### src/rtl/sc_bs_accum_pkg.sv
// sc_bs_accum_pkg: shared widths, saturation limits and FSM encoding for the bitstream accumulator
package sc_bs_accum_pkg;
  localparam int BS_WIDTH = 32;
  localparam int POP_WIDTH = 6;
  localparam int ACC_WIDTH = 16;
  localparam int CNT_WIDTH = 12;
  localparam logic [ACC_WIDTH-1:0] ACC_MAX = '1;
  localparam logic [CNT_WIDTH-1:0] CNT_MAX = '1;
  typedef enum logic {IDLE = 1'b0, ACCUM = 1'b1} state_t;
endpackage

### src/rtl/sc_bs_accum_if.sv
// sc_bs_accum_if: input word stream and frame result handshake
interface sc_bs_accum_if;
  import sc_bs_accum_pkg::*;
  logic in_valid;
  logic in_ready;
  logic [BS_WIDTH-1:0] in_bs;
  logic in_last;
  logic out_valid;
  logic out_ready;
  logic [ACC_WIDTH-1:0] out_sum;
  logic [CNT_WIDTH-1:0] out_cnt;
  logic out_ovf;
  modport master (output in_valid, in_bs, in_last, out_ready, input in_ready, out_valid, out_sum, out_cnt, out_ovf);
  modport slave (input in_valid, in_bs, in_last, out_ready, output in_ready, out_valid, out_sum, out_cnt, out_ovf);
endinterface

### src/rtl/sc_bs_accum_popcount.sv
// sc_bs_accum_popcount: combinational ones count of one bitstream word
module sc_bs_accum_popcount
  import sc_bs_accum_pkg::*;
(
  input  logic [BS_WIDTH-1:0]  bs,
  output logic [POP_WIDTH-1:0] pop
);
  always_comb begin
    pop = '0;
    for (int i = 0; i < BS_WIDTH; i++) pop = pop + POP_WIDTH'(bs[i]);
  end
endmodule

### src/rtl/sc_bs_accum.sv
// sc_bs_accum: popcount stochastic bitstream words and accumulate them per frame with saturation
module sc_bs_accum
  import sc_bs_accum_pkg::*;
(
  input  logic          clk,
  input  logic          rst_n,
  sc_bs_accum_if.slave  bus
);
  logic p1_valid, p1_last, ovf_r, stall, advance, accept, retire, done, sat;
  logic [POP_WIDTH-1:0] pop, p1_pop;
  logic [ACC_WIDTH-1:0] acc, next_sum;
  logic [CNT_WIDTH-1:0] wcnt, next_cnt;
  logic [ACC_WIDTH:0] sum_w;
  logic [CNT_WIDTH:0] cnt_w;
  state_t state;

  sc_bs_accum_popcount u_pop (.bs(bus.in_bs), .pop(pop));

  assign stall = p1_valid && p1_last && bus.out_valid && !bus.out_ready;
  assign advance = !stall;
  assign bus.in_ready = !stall;
  assign accept = bus.in_valid && !stall;
  assign retire = p1_valid && advance;
  assign done = retire && p1_last;
  // an IDLE state means no partial frame, so the running totals start from zero
  assign sum_w = (state == IDLE ? '0 : {1'b0, acc}) + (ACC_WIDTH+1)'(p1_pop);
  assign cnt_w = (state == IDLE ? '0 : {1'b0, wcnt}) + (CNT_WIDTH+1)'(1);
  assign next_sum = sum_w[ACC_WIDTH] ? ACC_MAX : sum_w[ACC_WIDTH-1:0];
  assign next_cnt = cnt_w[CNT_WIDTH] ? CNT_MAX : cnt_w[CNT_WIDTH-1:0];
  assign sat = sum_w[ACC_WIDTH] | cnt_w[CNT_WIDTH];

  always_ff @(posedge clk or negedge rst_n) begin
    if (!rst_n) begin
      p1_valid <= 1'b0;
      p1_last <= 1'b0;
      p1_pop <= '0;
      acc <= '0;
      wcnt <= '0;
      ovf_r <= 1'b0;
      state <= IDLE;
      bus.out_valid <= 1'b0;
      bus.out_sum <= '0;
      bus.out_cnt <= '0;
      bus.out_ovf <= 1'b0;
    end else begin
      if (advance) begin
        p1_valid <= accept;
        if (accept) begin
          p1_pop <= pop;
          p1_last <= bus.in_last;
        end
      end
      if (retire) begin
        state <= p1_last ? IDLE : ACCUM;
        acc <= p1_last ? '0 : next_sum;
        wcnt <= p1_last ? '0 : next_cnt;
        ovf_r <= !p1_last && (ovf_r | sat);
      end
      if (done) begin
        bus.out_valid <= 1'b1;
        bus.out_sum <= next_sum;
        bus.out_cnt <= next_cnt;
        bus.out_ovf <= ovf_r | sat;
      end else if (bus.out_ready) begin
        bus.out_valid <= 1'b0;
      end
    end
  end
endmodule

### src/flat_wrapper.sv
// flat-port wrapper written by rule: the top's interface ports become plain ports
module sc_bs_accum_flat import sc_bs_accum_pkg::*;
  (clk, rst_n, bus_in_valid, bus_in_bs, bus_in_last, bus_out_ready, bus_in_ready, bus_out_valid, bus_out_sum, bus_out_cnt, bus_out_ovf);
  sc_bs_accum_if bus_i ();
  input  logic clk;
  input  logic rst_n;
  input wire logic [$bits(bus_i.in_valid)-1:0] bus_in_valid;
  input wire logic [$bits(bus_i.in_bs)-1:0] bus_in_bs;
  input wire logic [$bits(bus_i.in_last)-1:0] bus_in_last;
  input wire logic [$bits(bus_i.out_ready)-1:0] bus_out_ready;
  output wire logic [$bits(bus_i.in_ready)-1:0] bus_in_ready;
  output wire logic [$bits(bus_i.out_valid)-1:0] bus_out_valid;
  output wire logic [$bits(bus_i.out_sum)-1:0] bus_out_sum;
  output wire logic [$bits(bus_i.out_cnt)-1:0] bus_out_cnt;
  output wire logic [$bits(bus_i.out_ovf)-1:0] bus_out_ovf;
  assign bus_i.in_valid = bus_in_valid;
  assign bus_i.in_bs = bus_in_bs;
  assign bus_i.in_last = bus_in_last;
  assign bus_i.out_ready = bus_out_ready;
  assign bus_in_ready = bus_i.in_ready;
  assign bus_out_valid = bus_i.out_valid;
  assign bus_out_sum = bus_i.out_sum;
  assign bus_out_cnt = bus_i.out_cnt;
  assign bus_out_ovf = bus_i.out_ovf;
  sc_bs_accum u_core (.clk(clk), .rst_n(rst_n), .bus(bus_i));
endmodule
### config.mk
export PLATFORM = sky130hd
export DESIGN_NAME = sc_bs_accum_flat
export DESIGN_NICKNAME = d
export VERILOG_FILES = /design/src/rtl/sc_bs_accum_pkg.sv /design/src/rtl/sc_bs_accum_if.sv /design/src/rtl/sc_bs_accum_popcount.sv /design/src/rtl/sc_bs_accum.sv /design/src/flat_wrapper.sv
export SDC_FILE = /design/constraint.sdc
export NUM_CORES = 1
export LEC_CHECK = 0
export ABC_AREA = 0
export BUFFER_PORTS_ARGS = -buffer_cell sky130_fd_sc_hd__buf_4
export CORE_ASPECT_RATIO = 2
export CORE_UTILIZATION = 58
export DETAILED_ROUTE_END_ITERATION = 6
export PLACE_DENSITY = 0.82
export SLEW_MARGIN = 20
export SYNTH_ARGS = -nofsm -noshare
export SYNTH_HDL_FRONTEND = slang
export SYNTH_SLANG_ARGS = --single-unit
### constraint.sdc
create_clock -name clk -period 3.85 [get_ports clk]
set_input_delay 0.1925 -clock clk [delete_from_list [all_inputs] [get_ports clk]]
set_output_delay 0.1925 -clock clk [all_outputs]
set_load 0.02 [all_outputs]
======== Yosys cells after proc, flatten, opt, wreduce, memory -nomap -nowiden ========
Cells that the tools add are included.
storage, ports and cells
  memories kept ........................... 0
  word-level logic and storage cells ...... 68
  bits in writable memories ............... 0
  input port bits ......................... 37
  output and inout bits ................... 31
  bits in latches ......................... 0
  bits in registers ....................... 68
  memory bits (read-only) ................. 0
operators by class
  $lt $le $gt $ge ......................... 0
  reductions and logical operators ........ 12
  multiply operators ...................... 0
  eq/ne operators ......................... 0
  multiplexer cells ....................... 9
  bitwise operators ....................... 3
  add/sub/neg operators ................... 33
  shifts and indexed selects .............. 0
  div/mod/pow operators ................... 0
operators with widths
  cell                                                             number
  6-bit by 1-bit adder with 6-bit output                           26
  16-bit two-way mux                                               3
  12-bit two-way mux                                               3
  17-bit by 6-bit adder with 17-bit output                         1
  13-bit by 1-bit adder with 13-bit output, second input constant  1
  1-bit logical AND                                                7
  5-bit by 1-bit adder with 6-bit output                           1
  4-bit by 1-bit adder with 5-bit output                           1
  3-bit by 1-bit adder with 4-bit output                           1
  2-bit by 1-bit adder with 3-bit output                           1
  1-bit logical NOT                                                3
  1-bit two-way mux                                                3
  1-bit by 1-bit adder with 2-bit output                           1
  1-bit OR                                                         2
  2-bit AND reduction                                              1
  2-bit nonzero test                                               1
  1-bit NOT                                                        1

======== Depth between registers and ports, before layout ========
Gate-level depths: netlist of run 1.
  word-level depth ........................ 31
  mapped depth ............................ 16
  mapped depth without buffers ............ 16

======== Modules after synthesis ========
Synthesis of run 1 repeated with hierarchy kept, for this count alone.
second synthesis, totals
  cells, all modules ...................... 451
  area total of the unflattened synthesis .. 4282.9 um2
by module, submodules not included
  module                area each (um2)  cells each  seq. area each (um2)  instances
  sc_bs_accum           3524.6           378         1701.6                1
  sc_bs_accum_popcount  758.2            73          0.0                   1

======== Worst setup path before layout of run 1 ========
Ideal clock, no wire load.
  path type ............................... input to register
  start point ............................. input port bus_in_bs[0]
  end point ............................... register u_core.p1_pop[4]
  data required time ...................... 3716 ps
  data arrival time ....................... 4431 ps
  cell stages on the path ................. 16
  buffers on the path ..................... 0
  slack ................................... -715 ps
  setup time .............................. 134 ps
  path through ............................ inv_1 > fa_1 > inv_1 > fa_1 > fa_1 > fa_1 > fa_1 > inv_1 > fa_1 > inv_1 > ha_1 > fa_1 > a21o_1 > a21oi_1 > xor2_1 > o21ai_0
between the ends
  cells in the longest elaborated chain, start to end .. 31
ends and longest elaborated chain
  element                                               RTL line                    RTL
  start, declared                                       flat_wrapper.sv:8           input wire logic [$bits(bus_i.in_bs)-1:0] bus_in_bs;
  1-bit by 1-bit adder with 2-bit output                sc_bs_accum_popcount.sv:10  for (int i = 0; i < BS_WIDTH; i++) pop = pop + POP_WIDTH'(bs[i]);
  2-bit by 1-bit adder with 3-bit output                sc_bs_accum_popcount.sv:10
  3-bit by 1-bit adder with 4-bit output                sc_bs_accum_popcount.sv:10
  4-bit by 1-bit adder with 5-bit output                sc_bs_accum_popcount.sv:10
  5-bit by 1-bit adder with 6-bit output                sc_bs_accum_popcount.sv:10
  6-bit by 1-bit adder with 6-bit output (26 in a row)  sc_bs_accum_popcount.sv:10
  end signal, assigned                                  sc_bs_accum.sv:49           p1_pop <= pop;
  end, declared                                         sc_bs_accum.sv:10           logic [POP_WIDTH-1:0] pop, p1_pop;
No other way between the ends.
A chain may end at the register's enable or synchronous reset.

======== Worst setup path after layout of run 1 ========
  start point ............................. input port bus_in_bs[11]
  end point ............................... register u_core.p1_pop[4]
between the ends
  cells in the longest elaborated chain, start to end .. 21
ends and longest elaborated chain
  element                                               RTL line
  6-bit by 1-bit adder with 6-bit output (21 in a row)  sc_bs_accum_popcount.sv:10
No other way between the ends.

==> results.rst, run 1 <==
.. list-table::
   :header-rows: 1

   * - Metric
     - Value
   * - Antenna Violating Nets Remaining
     - 0
   * - Worst-case vdd ir drop
     - 855 uV
   * - Hold Violations, Final
     - 0
   * - Die height
     - 127 um
   * - Sw frac
     - 37.1%
   * - Area share of xor/xnor cells in the synthesized design
     - 1.94%
   * - Final critical path time including I/O delays and setup
     - 4.40 ns
   * - Clock power frac
     - 25.2%
   * - Sequential power share
     - 23.9%
   * - Number of remaining DRC errors
     - 0
   * - Number of buffers between clock root and the deepest sink
     - 2
   * - Ys flop type
     - sky130_fd_sc_hd__dfrtp_1
   * - Final period util
     - 114%
   * - Average detailed-routed wire length per instance
     - 18.4 um
   * - Destination of the worst register-to-register timing path
     - u_core.wcnt[2]
   * - Violations in the final reports
     - negative setup slack
   * - Number of cells after detailed placement
     - 622
   * - Clock latency of the later-clocked register in the worst-skew pair
     - 0.34 ns
   * - Initial core utilization
     - 59.7%
   * - Simple-Gate Fraction of Synth Area
     - 15.8%
   * - Via-per-instance ratio
     - 6.13
   * - Maximum number of pins on one net before global-route repair
     - 69
   * - Pwr Density
     - 716 nW/um^2
   * - Critical path required time
     - 4.06 ns
   * - Filler cells
     - 560
   * - Worst setup slack after layout
     - -0.555 ns
   * - Fin. max-slew vios
     - 0
   * - Number of standard cells after synthesis
     - 478
   * - Overflow left after global routing
     - 0
   * - Post-Syn Area
     - 4510 um^2
   * - Setup repair after global routing missed its margin
     - yes
   * - Final setup viols
     - 5
   * - Number of antenna violations at the first check in global routing
     - 0
   * - Post-Synth Adder-Cell Area
     - 15.0%
   * - Distinct cell type count after synthesis
     - 60
   * - TritonCTS Sinks
     - 68
   * - Area delta synth->final
     - 21.8%
   * - Number of port buffers
     - 67
   * - Placed wire-length estimate after detailed placement
     - 8990 um
   * - Net count after synthesis
     - 554
   * - Clock buffer count from CTS
     - 9
   * - Category of the most critical setup path
     - primary input to flip-flop
   * - Die area
     - 8150 um^2
   * - Static power due to leakage
     - 2.61 nW
   * - Critical Path Sink Type
     - flip-flop
   * - Start point of the critical path
     - bus_in_bs[11]
   * - Ratio of cells with drive above 1 in the final layout
     - 23.1%
   * - Number of vias in the routed layout
     - 3926
   * - Post-route clock skew
     - 0.00577 ns
   * - Worst Path Arrival
     - 4.62 ns
   * - Logic gate share of total power
     - 51.0%
   * - Syn_area_per_cell
     - 9.43 um^2
   * - Startpoint type of the worst setup path
     - primary input
   * - Total net switching power
     - 1.46 mW
   * - Yosys warns
     - 0
   * - Cell count of the worst reg-to-reg path
     - 10
   * - Share of the yosys chip area belonging to registers
     - 37.8%
   * - Register-to-register path setup slack
     - 0.91 ns
   * - Status
     - finished with violations
   * - Most frequent cells in the layout
     - sky130_fd_sc_hd__buf_4, sky130_fd_sc_hd__dfrtp_1, sky130_fd_sc_hd__nand2_1
   * - Area fraction in compound gates after synthesis
     - 19.8%
   * - H-tree depth reported by CTS
     - 3
   * - CTS tree
     - done
   * - Number of antenna diodes
     - 0
   * - Core ar.
     - 7540 um^2
   * - Vias in the first global route
     - 4025
   * - Most frequent standard cell in the layout excluding fill and tap cells
     - sky130_fd_sc_hd__buf_4
   * - Worst slew slack as a fraction of its limit
     - 37.1%
   * - Achievable clock frequency
     - 227 MHz
   * - Number of nets in the layout
     - 617
   * - First DRT Iteration DRCs
     - 257
   * - Max-capacitance violation count
     - 0
   * - Number of standard cells in the layout, taps in and fillers out
     - 640
   * - Root buffer cell
     - sky130_fd_sc_hd__clkbuf_16
   * - Final Routed Wirelength
     - 11800 um
   * - Combinational family with the most area after synthesis
     - compound AO/OA/AOI/OAI gates
   * - Global-route wire length before repair
     - 18900 um
   * - 1st-pass router iterations
     - 5
   * - Critical Path Fanout Max
     - 2
   * - Async SR Flop Fraction
     - 100%
   * - Clock transition at the registers of the reported paths
     - 0.06 ns
   * - Floorplan die width
     - 64.3 um
   * - Total routing resource utilization after global routing
     - 31.4%
   * - Routability Congestion
     - 0.936
   * - Flip-flop and latch count after synthesis
     - 68
   * - Proportion of synthesized area in mux cells
     - 2.89%
   * - Internal power summed over all cells
     - 2.48 mW
   * - Site Rows
     - 45
   * - Reg-to-reg startpoint
     - u_core.state
   * - EDFF count, synth
     - 0
   * - Transition time at the pin with the least slew margin
     - 0.942 ns
   * - Hold Crit Class
     - primary input to flip-flop
   * - Worst setup path end
     - u_core.p1_pop[4]
   * - Post-Place Setup Slack
     - -0.950 ns
   * - IO Pins
     - 68
[synth_stat cells, types with 3 or more instances]
cell | number | area [um^2]
sky130_fd_sc_hd__buf_2 | 8 | 40.0
sky130_fd_sc_hd__clkbuf_1 | 11 | 41.3
sky130_fd_sc_hd__nor3_1 | 8 | 40.0
sky130_fd_sc_hd__a22o_1 | 4 | 35.0
sky130_fd_sc_hd__a21oi_1 | 25 | 125
sky130_fd_sc_hd__o21ai_0 | 39 | 195
sky130_fd_sc_hd__mux2_2 | 8 | 90.1
sky130_fd_sc_hd__nand3_1 | 12 | 60.1
sky130_fd_sc_hd__a311oi_1 | 3 | 26.3
sky130_fd_sc_hd__nand2b_1 | 6 | 37.5
sky130_fd_sc_hd__xnor2_1 | 3 | 26.3
sky130_fd_sc_hd__o21a_1 | 3 | 22.5
sky130_fd_sc_hd__inv_1 | 45 | 169
sky130_fd_sc_hd__nor2_1 | 27 | 101
sky130_fd_sc_hd__o31ai_1 | 5 | 37.5
sky130_fd_sc_hd__mux2i_1 | 4 | 40.0
sky130_fd_sc_hd__and3_1 | 3 | 18.8
sky130_fd_sc_hd__a31oi_1 | 10 | 62.6
sky130_fd_sc_hd__o211a_1 | 3 | 30.0
sky130_fd_sc_hd__a211oi_1 | 5 | 37.5
sky130_fd_sc_hd__o2111ai_1 | 4 | 35.0
sky130_fd_sc_hd__a21o_1 | 7 | 52.6
sky130_fd_sc_hd__o21ai_1 | 4 | 20.0
sky130_fd_sc_hd__fa_1 | 25 | 500
sky130_fd_sc_hd__nand4_1 | 4 | 25.0
sky130_fd_sc_hd__and2_1 | 9 | 56.3
sky130_fd_sc_hd__ha_1 | 14 | 175
sky130_fd_sc_hd__dfrtp_1 | 68 | 1700
sky130_fd_sc_hd__o211ai_1 | 3 | 22.5
sky130_fd_sc_hd__nand2_1 | 57 | 214
sky130_fd_sc_hd__buf_6 | 4 | 45.0
sky130_fd_sc_hd__xor2_1 | 7 | 61.3
[critical path, cell delays in order]
cell and delay, ns:
sky130_fd_sc_hd__buf_6 0.10, sky130_fd_sc_hd__fa_1 0.54, sky130_fd_sc_hd__inv_1 0.06, sky130_fd_sc_hd__fa_1 0.50, sky130_fd_sc_hd__inv_2 0.04, sky130_fd_sc_hd__fa_2 0.54
sky130_fd_sc_hd__fa_2 0.45, sky130_fd_sc_hd__fa_1 0.51, sky130_fd_sc_hd__inv_2 0.05, sky130_fd_sc_hd__fa_1 0.52, sky130_fd_sc_hd__inv_2 0.05, sky130_fd_sc_hd__ha_4 0.15
sky130_fd_sc_hd__fa_2 0.34, sky130_fd_sc_hd__a21o_1 0.20, sky130_fd_sc_hd__a21oi_2 0.14, sky130_fd_sc_hd__xor2_1 0.16, sky130_fd_sc_hd__o21ai_1 0.07
[cell families (layout without fill, tap and decap cells)]
family / Yosys count / in the layout
buffers and inverters: 70 / 138
AO/OA/AOI/OAI: 135 / 135
flip-flops: 68 / 68
XOR/XNOR: 10 / 10
adder cells (fa/ha/maj): 39 / 39
AND/OR/NAND/NOR: 144 / 144
multiplexers: 12 / 12
[routing by layer]
layer  routed length, um  track usage [%]
met1                3750             29.8
met2                6750             57.4
met3                 547             6.29
met4                 736             22.7
met5                   0                0
[power groups by stage]
stage          registers [mW]  clock network (mW)  logic (mW)
2_1_floorplan            1.01                   0        1.21
3_3_place_gp            0.941                   0        1.81
3_5_place_dp            0.950                   0        1.91
4_1_cts                 0.937               0.992        2.02
5_1_grt                 0.954                1.02        2.24
6_report                0.939               0.991        2.00
[registers in the layout (all words and copies together), names as in the netlist, 6 cells and up]
| signal | count |
|---|---|
| u_core.p1_pop | 6 |
| u_core.bus.out_sum | 16 |
| u_core.bus.out_cnt | 12 |
| u_core.wcnt | 12 |
| u_core.acc | 16 |
[layout make-up]
| class | count | area (um^2) | share of cell area [%] |
|---|---|---|---|
| timing repair buffer | 76 | 581 | 10.6 |
| inverter | 46 | 180 | 3.28 |
| sequential | 68 | 1700 | 31.0 |
| clock inverter | 5 | 106 | 1.94 |
| clock buffer | 11 | 253 | 4.60 |
| tap | 94 | 118 | 2.14 |
| multi-input combinational | 340 | 2550 | 46.5 |
[how the worst min path moves through the flow]
stage	endpoint	from	slack (ns)	depth (start not counted)
2_1_floorplan	u_core.acc[0]	rst_n	-0.10	0
3_3_place_gp	u_core.bus.out_cnt[6]	rst_n	0.35	1
3_5_place_dp	u_core.bus.out_cnt[0]	rst_n	0.36	1
4_1_cts	u_core.p1_valid	bus_in_valid	0.05	2
5_1_grt	u_core.p1_valid	bus_in_valid	0.06	2
6_report	u_core.p1_valid	bus_in_valid	0.05	2
[per-stage QoR]
| step | utilization [%] | power (mW) | TNS [ns] | cell area, um^2 | hold WS, ns |
|---|---|---|---|---|---|
| detailed placement | 67.6 | 2.86 | -4.08 | 5100 | 0.361 |
| floorplan | - | 2.22 | -2.07 | 4560 | -0.103 |
| global route | 72.8 | 4.22 | -2.57 | 5490 | 0.0563 |
| global placement | 67.6 | 2.75 | -3.64 | 5100 | 0.348 |
| finish | 72.8 | 3.93 | -1.93 | 5490 | 0.0474 |
| CTS | 72.8 | 3.95 | -1.95 | 5490 | 0.0490 |
[what timing repair did]
| item | in CTS | in global routing |
|---|---|---|
| gates resized for setup | 6 | 2 |
| endpoints found under the hold margin | 1 | 0 |
| pin swaps | 11 | 5 |
| hold buffers | 1 | 0 |
| buffers inserted | 1 | 0 |
| setup endpoints to repair | 5 | 6 |
No activity file was read; power rests on OpenSTA's default activity.
==> run 2, diff against run 1 <==
--- a/config.mk
+++ b/config.mk
@@ -11,6 +11,7 @@
 export CORE_UTILIZATION = 58
 export DETAILED_ROUTE_END_ITERATION = 6
 export PLACE_DENSITY = 0.82
+export REMOVE_ABC_BUFFERS = 1
 export SLEW_MARGIN = 20
 export SYNTH_ARGS = -nofsm -noshare
 export SYNTH_HDL_FRONTEND = slang
==> constraint.sdc (replaced) <==
create_clock -name clk -period 5 [get_ports clk]
set_input_delay 0.25 -clock clk [delete_from_list [all_inputs] [get_ports clk]]
set_output_delay 0.25 -clock clk [all_outputs]
set_load 0.02 [all_outputs]
==> results.rst, run 2 (same netlist as run 1, synthesis figures left out) <==
.. list-table::
   :header-rows: 1

   * - Metric
     - Value
   * - Multi-input logic area
     - 2500 um^2
   * - Area delta synth->final
     - 17.8%
   * - Placed wire-length estimate after detailed placement
     - 8260 um
   * - Routability Congestion
     - 0.929
   * - Final period util
     - 93.5%
   * - Hold Violations, Final
     - 0
   * - Leading registers by flop count
     - u_core.acc (16), u_core.bus.out_sum (16)
   * - Post-route clock skew
     - 0.00421 ns
   * - Vias in the first global route
     - 4142
   * - Core ar.
     - 7540 um^2
   * - Ratio of cells with drive above 1 in the final layout
     - 18.9%
   * - Final critical path time including I/O delays and setup
     - 4.67 ns
   * - Count of buffers added by post-CTS timing repair for setup
     - 0
   * - Cell count of the worst reg-to-reg path
     - 9
   * - Number of hold buffers added after cts
     - 0
   * - CTS tree
     - done
   * - Antenna Violating Nets Remaining
     - 0
   * - First DRT Iteration DRCs
     - 310
   * - Static power due to leakage
     - 2.55 nW
   * - Max-capacitance violation count
     - 0
   * - Post-layout total power
     - 2.59 mW
   * - Achievable clock frequency
     - 214 MHz
   * - Transition time at the pin with the least slew margin
     - 1.05 ns
   * - Critical Path Fanout Max
     - 2
   * - Site Rows
     - 45
   * - Most frequent cell on the critical path
     - sky130_fd_sc_hd__fa_1
   * - Hold Crit Class
     - primary input to asynchronous set/reset pin
   * - Worst setup slack after layout
     - 0.325 ns
   * - IO Pins
     - 68
   * - Number of port buffers
     - 67
   * - Number of remaining DRC errors
     - 0
   * - Buf/Inv on CP
     - 5
   * - Clock transition at the registers of the reported paths
     - 0.05 ns
   * - Number of antenna violations at the first check in global routing
     - 0
   * - Root buffer cell
     - sky130_fd_sc_hd__clkbuf_16
   * - Die area
     - 8150 um^2
   * - Critical path's top delay family
     - adder cells
   * - Critical Path Sink Type
     - flip-flop
   * - Global-route wire length before repair
     - 18400 um
   * - Filler cells
     - 608
   * - Number of nets in the layout
     - 612
   * - Via-per-instance ratio
     - 6.10
   * - Number of vias in the routed layout
     - 3870
   * - Average detailed-routed wire length per instance
     - 17.5 um
   * - 1st-pass router iterations
     - 5
   * - Floorplan die width
     - 64.3 um
   * - Startpoint type of the worst setup path
     - primary input
   * - Clock latency of the later-clocked register in the worst-skew pair
     - 0.34 ns
   * - Total routing resource utilization after global routing
     - 29.6%
   * - Critical path required time
     - 5.20 ns
   * - Fin util
     - 70.4%
   * - Post-Place Setup Slack
     - -0.0152 ns
   * - Crit-path slowest cell
     - sky130_fd_sc_hd__fa_1
   * - Path length in cells of the critical path
     - 17
   * - Overflow left after global routing
     - 0
   * - Cts repair resizes
     - 0
   * - Maximum number of pins on one net before global-route repair
     - 69
   * - Most frequent cells in the layout
     - sky130_fd_sc_hd__buf_4, sky130_fd_sc_hd__dfrtp_1, sky130_fd_sc_hd__nand2_1
   * - Status
     - complete, no violations
   * - H-tree depth reported by CTS
     - 3
   * - Pwr Density
     - 488 nW/um^2
   * - Category of the most critical setup path
     - primary input to flip-flop
   * - Highest cell delay on the worst timing path
     - 0.58 ns
   * - Clock buffer count from CTS
     - 9
   * - Series of cell instances along the critical path
     - buf_4 > inv_1 > fa_1 > inv_1 > fa_1 > fa_1 > fa_1 > fa_1 > inv_1 > fa_1 > inv_1 > ha_1 > fa_1 > a21o_1 > a21oi_1 > xor2_1 > o21ai_0
   * - Final setup viols
     - 0
   * - Initial core utilization
     - 59.7%
   * - Setup repair after global routing missed its margin
     - no
   * - Fin. max-slew vios
     - 0
   * - Worst Path Arrival
     - 4.88 ns
   * - Number of buffers between clock root and the deepest sink
     - 2
   * - TritonCTS Sinks
     - 68
   * - Sequential cell area
     - 1700 um^2
   * - Worst slew slack as a fraction of its limit
     - 29.9%
   * - Worst hold margin
     - 0.0337 ns
   * - Post-Route Setup TNS
     - 0 ns
   * - Number of antenna diodes
     - 0
   * - Final Routed Wirelength
     - 11100 um
   * - Most frequent standard cell in the layout excluding fill and tap cells
     - sky130_fd_sc_hd__buf_4
   * - Die height
     - 127 um
   * - Worst-case vdd ir drop
     - 471 uV
==> run 2: power breakdown <==
part / leakage, nW / internal [mW] / switching [mW] / total, mW
clock: 0.140 / 0.396 / 0.225 / 0.622
combinational: 1.52 / 0.539 / 0.698 / 1.24
sequential: 0.891 / 0.658 / 0.0731 / 0.731
==> run 2: cell type report <==
cell class                      count  area share [%]
Inverter                           46            3.25
Clock inverter                      2           0.660
Tap cell                           94            2.22
Clock buffer                       13            4.71
Sequential cell                    68            32.1
Multi-Input combinational cell    340            47.1
Timing Repair Buffer               71            10.0
==> run 2: routing by layer <==
layer	track usage (%)	wire length, um	vias up
met3	4.86	506	40
li1	-	-	1786
met2	54.9	6280	164
met4	18.4	473	0
met1	29.6	3840	1880
met5	0	0	-
==> run 2: worst paths after layout <==
path	endpoint	slack [ns]	start
setup / recovery	u_core.p1_pop[4]	0.33	bus_in_bs[0]
hold / removal	u_core.wcnt[7]	0.03	rst_n
setup reg to reg	u_core.bus.out_sum[3]	2.09	u_core.state
hold reg to reg	u_core.bus.out_sum[2]	0.48	u_core.bus.out_sum[2]
max in group asynchronous	u_core.bus.out_sum[15]	4.39	rst_n
min in group clk	u_core.p1_valid	0.13	bus_in_valid
==> run 2: through the flow <==
step,instance area (um^2),std cells
finish,5310,634
global route,5310,634
CTS,5310,634
detailed placement,5020,619
global placement,5020,619
floorplan,4370,454
==> run 2: worst reg2reg max path, stage by stage, from the launching register on <==
cell and delay (ns):
sky130_fd_sc_hd__dfrtp_1 0.55, sky130_fd_sc_hd__and2_1 0.20, sky130_fd_sc_hd__ha_1 0.19, sky130_fd_sc_hd__inv_1 0.07, sky130_fd_sc_hd__fa_1 0.40, sky130_fd_sc_hd__nand2b_1 0.22
sky130_fd_sc_hd__a21oi_2 0.26, sky130_fd_sc_hd__o211a_1 0.51, sky130_fd_sc_hd__nor2_1 0.19, sky130_fd_sc_hd__o21ai_0 0.21
==> run 3, diff against run 2 <==
--- a/config.mk
+++ b/config.mk
@@ -8,9 +8,10 @@
 export ABC_AREA = 0
 export BUFFER_PORTS_ARGS = -buffer_cell sky130_fd_sc_hd__buf_4
 export CORE_ASPECT_RATIO = 2
+export CORE_MARGIN = 2
 export CORE_UTILIZATION = 58
 export DETAILED_ROUTE_END_ITERATION = 6
-export PLACE_DENSITY = 0.82
+export PLACE_DENSITY_LB_ADDON = 0.12
 export REMOVE_ABC_BUFFERS = 1
 export SLEW_MARGIN = 20
 export SYNTH_ARGS = -nofsm -noshare
==> results.rst, run 3 (same netlist as run 1, synthesis figures left out) <==
.. list-table::
   :header-rows: 1

   * - Metric
     - Value
   * - Final critical path time including I/O delays and setup
     - 4.59 ns
   * - Initial core utilization
     - 59.7%
   * - Worst setup slack after layout
     - 0.414 ns
   * - Transition time at the pin with the least slew margin
     - 1.06 ns
   * - Register-to-register path setup slack
     - 2.07 ns
   * - Critical path required time
     - 5.21 ns
   * - Sequential cell area
     - 1700 um^2
   * - Path length in cells of the critical path
     - 17
   * - Number of buffers between clock root and the deepest sink
     - 2
   * - Post-Route Setup TNS
     - 0 ns
   * - Destination of the worst register-to-register timing path
     - u_core.wcnt[2]
   * - Placed instance area
     - 5020 um^2
   * - Post-route clock skew
     - 0.00419 ns
   * - Category of the most critical setup path
     - primary input to flip-flop
   * - Total net switching power
     - 0.980 mW
   * - TritonCTS Sinks
     - 68
   * - Die height
     - 129 um
   * - Number of port buffers
     - 67
   * - Worst Path Arrival
     - 4.79 ns
   * - Root buffer cell
     - sky130_fd_sc_hd__clkbuf_16
   * - Sequential power share
     - 28.5%
   * - Number of hold buffers added after cts
     - 0
   * - Overflow left after global routing
     - 0
   * - Achievable clock frequency
     - 218 MHz
   * - Fin. max-slew vios
     - 0
   * - Core ar.
     - 7540 um^2
   * - Most frequent cell on the critical path
     - sky130_fd_sc_hd__fa_1
   * - Final Routed Wirelength
     - 11000 um
   * - Number of nets in the layout
     - 611
   * - 1st-pass router iterations
     - 4
   * - Via-per-instance ratio
     - 6.03
   * - Most frequent cells in the layout
     - sky130_fd_sc_hd__buf_4, sky130_fd_sc_hd__dfrtp_1, sky130_fd_sc_hd__nand2_1
   * - Number of cells after detailed placement
     - 618
   * - IO Pins
     - 68
   * - Worst setup path end
     - u_core.p1_pop[4]
   * - Die area
     - 8530 um^2
   * - Critical path's top delay family
     - adder cells
   * - Reg-to-reg startpoint
     - u_core.state
   * - Number of remaining DRC errors
     - 0
   * - Clock buffer count from CTS
     - 9
   * - Ratio of cells with drive above 1 in the final layout
     - 19.4%
   * - Floorplan die width
     - 66.3 um
   * - Crit-path slowest cell
     - sky130_fd_sc_hd__fa_1
   * - Design Area, Final
     - 5310 um^2
   * - Startpoint type of the worst setup path
     - primary input
   * - Clock transition at the registers of the reported paths
     - 0.06 ns
   * - Number of antenna violations at the first check in global routing
     - 0
   * - Final period util
     - 91.7%
   * - Number of vias in the routed layout
     - 3823
   * - Total routing resource utilization after global routing
     - 28.3%
   * - Worst-case vdd ir drop
     - 634 uV
   * - Internal power summed over all cells
     - 1.56 mW
   * - Status
     - complete, no violations
   * - Worst slew slack as a fraction of its limit
     - 29.5%
   * - Hold Violations, Final
     - 0
   * - Average detailed-routed wire length per instance
     - 17.3 um
   * - Vias in the first global route
     - 3904
   * - Logic gate share of total power
     - 47.1%
   * - Final setup viols
     - 0
   * - Start point of the critical path
     - bus_in_bs[0]
   * - Sw frac
     - 38.5%
   * - Buf/Inv on CP
     - 5
   * - Max-capacitance violation count
     - 0
   * - Clock power frac
     - 24.5%
   * - Setup repair after global routing missed its margin
     - no
   * - Static power due to leakage
     - 2.54 nW
   * - First DRT Iteration DRCs
     - 380
   * - Number of antenna diodes
     - 0
   * - Worst hold margin
     - 0.0213 ns
   * - Area delta synth->final
     - 17.9%
   * - Site Rows
     - 45
   * - H-tree depth reported by CTS
     - 3
   * - Critical Path Sink Type
     - flip-flop
   * - Count of buffers added by post-CTS timing repair for setup
     - 0
   * - Series of cell instances along the critical path
     - buf_4 > inv_1 > fa_1 > inv_1 > fa_1 > fa_1 > fa_1 > fa_1 > inv_1 > fa_1 > inv_1 > ha_1 > fa_1 > a21o_1 > a21oi_1 > xor2_1 > o21ai_0
   * - Critical Path Fanout Max
     - 2
   * - Global-route wire length before repair
     - 18100 um
   * - Antenna Violating Nets Remaining
     - 0
   * - Cts repair resizes
     - 0
   * - Most frequent standard cell in the layout excluding fill and tap cells
     - sky130_fd_sc_hd__buf_4
   * - Hold Crit Class
     - primary input to asynchronous set/reset pin
   * - Cell count of the worst reg-to-reg path
     - 9
   * - Multi-input logic area
     - 2500 um^2
   * - Pwr Density
     - 479 nW/um^2
   * - Clock latency of the later-clocked register in the worst-skew pair
     - 0.34 ns
   * - Maximum number of pins on one net before global-route repair
     - 69
   * - Number of standard cells in the layout, taps in and fillers out
     - 634
   * - Highest cell delay on the worst timing path
     - 0.54 ns
   * - Post-Place Setup Slack
     - 0.0343 ns
   * - Filler cells
     - 615
   * - Leading registers by flop count
     - u_core.acc (16), u_core.bus.out_sum (16)
   * - Placed wire-length estimate after detailed placement
     - 8170 um
   * - CTS tree
     - done
   * - Routability Congestion
     - 0.911
-- run 3: final cells by class --
type	count	share of cell area, %
clock buffers	12	5.02
clock inverters	4	0.589
inverters	46	3.25
multi-input cells	340	47.0
flip-flops and latches	68	32.0
well taps	94	2.21
repair buffers	70	9.89
-- run 3: stage by stage --
stage / utilization [%] / power [mW]
final: 70.4 / 2.54
after global routing: 70.4 / 2.78
after CTS: 70.4 / 2.57
after detailed placement: 66.5 / 1.94
after global placement: 66.5 / 1.89
after floorplan: - / 1.59
-- run 3: worst min-delay path by stage --
stage                     slack [ns]  start               endpoint  cells after the start
final                           0.02  rst_n  u_core.bus.out_cnt[0]                      1
after global routing            0.09  rst_n        u_core.p1_valid                      1
after CTS                       0.06  rst_n        u_core.p1_valid                      1
after detailed placement        0.42  rst_n  u_core.bus.out_cnt[0]                      1
after global placement          0.41  rst_n  u_core.bus.out_cnt[0]                      1
after floorplan                -0.05  rst_n          u_core.acc[0]                      0
-- run 3: power groups by stage --
stage / Combinational, mW / Sequential, mW / Clock, mW
5_1_grt: 1.40 / 0.737 / 0.646
3_5_place_dp: 1.21 / 0.733 / 0
3_3_place_gp: 1.16 / 0.728 / 0
6_report: 1.20 / 0.724 / 0.622
2_1_floorplan: 0.802 / 0.789 / 0
4_1_cts: 1.21 / 0.724 / 0.628
-- run 3: layer usage --
metal	vias up	GRT usage, %	routed length, um
met2	138	52.3	6300
met1	1861	28.6	3700
met4	0	16.2	505
li1	1790	-	-
met5	-	0	0
met3	34	5.07	486
